<file path="src/rtl/pic_vectored.sv">
// pic_vectored: vectored programmable interrupt controller.
//
// Requests are captured into a pending vector: rising-edge detection for
// channels with EDGE_MODE[i]=1, level sampling for EDGE_MODE[i]=0. Pending
// is captured regardless of mask. The lowest-index unmasked pending channel
// is presented to the CPU with a vector of VECTOR_BASE + index. Each
// transaction follows present -> acknowledge -> service -> end-of-interrupt.
//
// Parameters:
//   NUM_INT      number of interrupt channels (2..16)
//   VECTOR_BASE  vector of channel 0
//   EDGE_MODE    per channel: 1 = rising edge, 0 = level
// Ports:
//   clock          sole clock, rising edge
//   reset          asynchronous active-high reset
//   clr            synchronous clear of pending and in-service state
//   int_req        request lines (synchronous to clock)
//   int_mask       1 = channel excluded from arbitration
//   int_ack        CPU acknowledge of the presented interrupt
//   int_eoi        CPU end-of-interrupt
//   interrupt      registered interrupt request to CPU
//   interrupt_type registered vector of presented/serviced channel
//   in_service     one-hot channel currently in service
module pic_vectored #(
  parameter int unsigned        NUM_INT     = 8,
  parameter logic [7:0]         VECTOR_BASE = 8'h00,
  parameter logic [NUM_INT-1:0] EDGE_MODE   = '1
) (
  input  logic               clock,
  input  logic               reset,
  input  logic               clr,
  input  logic [NUM_INT-1:0] int_req,
  input  logic [NUM_INT-1:0] int_mask,
  input  logic               int_ack,
  input  logic               int_eoi,
  output logic               interrupt,
  output logic [7:0]         interrupt_type,
  output logic [NUM_INT-1:0] in_service
);

  localparam int unsigned IDX_W = $clog2(NUM_INT);

  localparam logic [1:0] ST_IDLE    = 2'd0;
  localparam logic [1:0] ST_ASSERT  = 2'd1;
  localparam logic [1:0] ST_SERVICE = 2'd2;

  logic [1:0]         state;
  logic [NUM_INT-1:0] prev;
  logic [NUM_INT-1:0] pending;
  logic [NUM_INT-1:0] pending_nxt;
  logic [NUM_INT-1:0] set_vec;
  logic [NUM_INT-1:0] ack_clear;
  logic [NUM_INT-1:0] eligible;
  logic [NUM_INT-1:0] winner_onehot;
  logic [IDX_W-1:0]   winner;
  logic [IDX_W-1:0]   arb_idx;
  logic               arb_valid;

  // Edge channels see a set only when prev is low; level channels ignore prev.
  always_comb begin
    set_vec = int_req & ~(prev & EDGE_MODE);
  end

  always_comb begin
    eligible = pending & ~int_mask;
  end

  // Lowest index wins: scan downwards so the last hit is the lowest.
  always_comb begin
    arb_valid = 1'b0;
    arb_idx   = '0;
    for (int unsigned i = NUM_INT; i > 0; i--) begin
      if (eligible[i-1]) begin
        arb_valid = 1'b1;
        arb_idx   = IDX_W'(i - 1);
      end
    end
  end

  always_comb begin
    winner_onehot = {{(NUM_INT-1){1'b0}}, 1'b1} << winner;
  end

  // The ack clear is applied before the OR with new sets, so a same-edge
  // set on the acknowledged channel keeps it pending.
  always_comb begin
    ack_clear   = '0;
    if (state == ST_ASSERT && int_ack) begin
      ack_clear = winner_onehot;
    end
    pending_nxt = (pending & ~ack_clear) | set_vec;
  end

  always_ff @(posedge clock or posedge reset) begin
    if (reset) begin
      prev           <= '1;
      pending        <= '0;
      in_service     <= '0;
      interrupt      <= 1'b0;
      interrupt_type <= VECTOR_BASE;
      winner         <= '0;
      state          <= ST_IDLE;
    end else begin
      // prev keeps tracking int_req even during clr, so a line that is high
      // through a clear does not look like a fresh edge afterwards.
      prev <= int_req;
      if (clr) begin
        pending        <= '0;
        in_service     <= '0;
        interrupt      <= 1'b0;
        interrupt_type <= VECTOR_BASE;
        state          <= ST_IDLE;
      end else begin
        pending <= pending_nxt;
        case (state)
          ST_IDLE: begin
            if (arb_valid) begin
              winner         <= arb_idx;
              interrupt      <= 1'b1;
              interrupt_type <= VECTOR_BASE + 8'(arb_idx);
              state          <= ST_ASSERT;
            end
          end
          ST_ASSERT: begin
            if (int_ack) begin
              interrupt  <= 1'b0;
              in_service <= winner_onehot;
              state      <= ST_SERVICE;
            end else if (int_mask[winner]) begin
              // Withdrawn by mask: pending[winner] stays set for later.
              interrupt <= 1'b0;
              state     <= ST_IDLE;
            end
          end
          ST_SERVICE: begin
            if (int_eoi) begin
              in_service <= '0;
              state      <= ST_IDLE;
            end
          end
          default: begin
            interrupt <= 1'b0;
            state     <= ST_IDLE;
          end
        endcase
      end
    end
  end

endmodule

</file>
<file path="config.mk">
export PLATFORM = sky130hd
export DESIGN_NAME = pic_vectored
export DESIGN_NICKNAME = d
export VERILOG_FILES = /design/src/rtl/pic_vectored.sv
export SDC_FILE = /design/constraint.sdc
export NUM_CORES = 1
export LEC_CHECK = 0
export ABC_AREA = 1
export BUFFER_PORTS_ARGS = -buffer_cell sky130_fd_sc_hd__buf_2
export CAP_MARGIN = 10
export CORE_UTILIZATION = 25
export CTS_CLUSTER_SIZE = 20
export DETAILED_ROUTE_END_ITERATION = 6
export PLACE_DENSITY = 0.53
export SLEW_MARGIN = 20
export SYNTH_ARGS = -nofsm -noshare
export SYNTH_HDL_FRONTEND = slang
export SYNTH_SLANG_ARGS = --single-unit
</file>
<file path="constraint.sdc">
create_clock -name clock -period 1.6 [get_ports clock]
set_clock_uncertainty 0.15 [all_clocks]
set_input_delay 0.08 -clock clock [delete_from_list [all_inputs] [get_ports clock]]
set_output_delay 0.08 -clock clock [all_outputs]
set_load 0.01 [all_outputs]
</file>
==> impl_metrics.csv <==
group,metric,value,unit
status,status,"completed",
final_layout,n_antenna_cell,0,
yosys,ys_types,25,
grt,globalRouteMet1Util,0.1624,
drt,wl,3829,um
final_layout,areaGrowthSynthToFinish,25.23,%
cts,cts_root_buf,"clkbuf_8",
grt,grt_use_total,0.1266,
critical_path,required,1.64,ns
pwr,leakage,0.001132,uW
pwr,p_per_area,1109,mW/mm2
critical_path,arrival,1.51,ns
placed_design,post-dp-hpwl,2826,um
floorplan,die_x,83.65,um
drt,drc,0,
yosys,syn_area,0.001667,mm2
floorplan,die_h,83.65,um
drt,wl_per_cell,11.43,um
cts,cts_buffers,5,
sta,min_period,1.471,ns
yosys,synthCells,209,
drt,drt-initial-drc-count,64,
yosys,synth_most_common_cell,"nand2_1",
drt,vias_per_cell,4.179,
grt,grtUsageMet2,0.2033,
sta,finalSetupTns,0,ns
sta,maxSlewViolCount,0,
critical_path,critPathMaxFanout,9,
sta,rsz0062_at_grt,"false",
yosys,syn_avg_cell_area,7.974,um2
cts,cts-resized-gates,0,
yosys,yosys.area.top_type,"dfrtp_1",
yosys,synth_top_flop_cell,"dfrtp_1",
sta,clock.fmax,679.8,MHz
grt,top_usage_layer,"met2",
final_layout,nets,278,
sta,finalHoldViolations,0,
pwr,ir_worst_vdd,0.3646,mV
drt,ant_nets,0,
cts,cts_buffer_depth,2,
yosys,ys_async_sr_fraction,1.000,
drt,vias,1400,
cts,cts_max_level,2,
critical_path,timing_worst_setup_path_type,"reg2reg",
cts,clkLatencyLatePin,0.30,ns
cts,tritoncts,"done",
critical_path,start_kind,"register",
placed_design,routabilityCongestion,0.8309,
cts,path_clk_slew,0.07,ns
yosys,ys_top_cells_by_area,"dfrtp_1 38%, nand2_1 15%, dfstp_2 13%, inv_1 7.4%, o31ai_1 3.6%",
sta,fin_crit_sh,0.9193,
placed_design,io_buffer_count,32,
cts,clock_sinks,33,
hold_path,hold_path.class,"in2reg",
grt,gr-total-overflow,0,
floorplan,die_area,0.006996,mm2
final_layout,final_util,0.3268,
floorplan,start_util,0.2610,
grt,grt_max_degree,34,
drt,first_pass_iters,4,
floorplan,core,0.006386,mm2
yosys,ys_warn_count,0,
yosys,synth_edf_count,0,
job,maxCapViolCount,0,
grt,grt_pass1_wl,6941,um
yosys,synth_common_cells,"68 x nand2_1, 33 x inv_1, 25 x dfrtp_1, 10 x nor2_1, 9 x nand3_1",
final_layout,drive_above_1_share,0.2558,
grt,grt_pass1_vias,1482,
yosys,synth_seq_cells,33,
yosys,seq_area_frac_synth,0.5015,
sta,finalSetupViolations,0,
grt,met3_usage,0.03858,
floorplan,io_pins,38,
critical_path,worstSetupEndpointType,"register",
grt,antenna_found_initial,0,
floorplan,rows,29,
yosys,synth_top_area_frac,0.3754,
[path summary, 6_finish.rpt]
path | start | to | slack [ns] | cells past startpoint
setup / recovery | winner[0] | interrupt | 0.13 | 10
hold / removal | int_ack | state[0] | 0.01 | 4
setup reg to reg | winner[0] | interrupt | 0.13 | 10
hold reg to reg | interrupt_type[1] | interrupt_type[1] | 0.33 | 2
max in group asynchronous | reset | prev[7] | 0.69 | 4
min in group asynchronous | reset | pending[0] | 0.27 | 4
[where the power goes]
part	internal, uW	switching [uW]
combinational	232	415
sequential	945	91.4
clock	300	332
total	1480	839
[final cells by class]
type,instances,area [um2]
fill,718,4299
timing repair buffer,46,292.8
clock buffer,5,68.82
multi-input combinational,133,633.1
sequential,33,835.8
tap,77,96.34
inverter,38,142.6
clock inverter,3,17.52
[layout by cell type (no fill, tap or decap), types with 2 or more instances in the layout]
cell	synthesis	final
clkbuf_8	0	5
a21oi_1	8	8
nand3_4	2	2
nor2_2	4	4
nand2_2	2	2
dfrtp_1	25	25
nor2_1	10	10
dfstp_2	8	8
o21ai_0	3	3
o21ai_1	6	6
o31ai_1	8	8
inv_1	33	33
buf_4	5	3
inv_2	5	5
buf_2	2	32
clkinv_2	0	2
nand3_1	9	9
nand2_1	68	68
nand4_1	2	2
conb_1	1	5
dlygate4sd3_1	0	11
[metal layers]
layer / up-vias / wire (um)
li1: 731 / -
met1: 634 / 1853
met2: 29 / 1766
met3: 6 / 154
met4: 0 / 55
met5: - / 0
[through the flow]
step | instance area (um2) | setup WS [ns] | power (uW) | instances | hold WS, ns
6_report | 2087 | 0.1290 | 2315 | 335 | 0.01311
5_1_grt | 2087 | 0.003014 | 2475 | 335 | 0.05933
4_1_cts | 2087 | 0.1123 | 2351 | 335 | 0.01747
3_5_place_dp | 1891 | 0.1391 | 1687 | 316 | 0.04726
3_3_place_gp | 1891 | 0.1354 | 1684 | 316 | 0.04677
2_1_floorplan | 1682 | 0.3369 | 1476 | 213 | -0.06552
[state kept, by name, indices dropped and copies added, names as in the netlist]
register        cells
in_service          8
pending             8
interrupt_type      3
state               2
winner              3
prev                8
interrupt           1
[logic make-up (layout without fill, tap and decap cells)]
| family | Yosys count | count (layout) | synth area share |
|---|---|---|---|
| flip-flops | 33 | 33 | 0.5015 |
| AO/OA/AOI/OAI | 28 | 28 | 0.1006 |
| buffers and inverters | 47 | 92 | 0.1276 |
| other | 1 | 5 | 0.002250 |
| AND/OR/NAND/NOR | 100 | 100 | 0.2680 |
[critical path, stage by stage, from the launching register on]
cell and delay, ns:
dfrtp_1 0.50, inv_2 0.15, nand2_1 0.06, nand2_1 0.07
nand2_1 0.05, nand2_1 0.06, nand2_1 0.05, nand3_1 0.11
nand2_1 0.06, nand2_1 0.05, nand2_1 0.04
[timing repair]
item,in CTS,in global routing
endpoints found under the setup margin,0,0
buffers inserted,0,0
hold buffers,11,0
endpoints found under the hold margin,42,0
(Power assumes the default switching activity.)
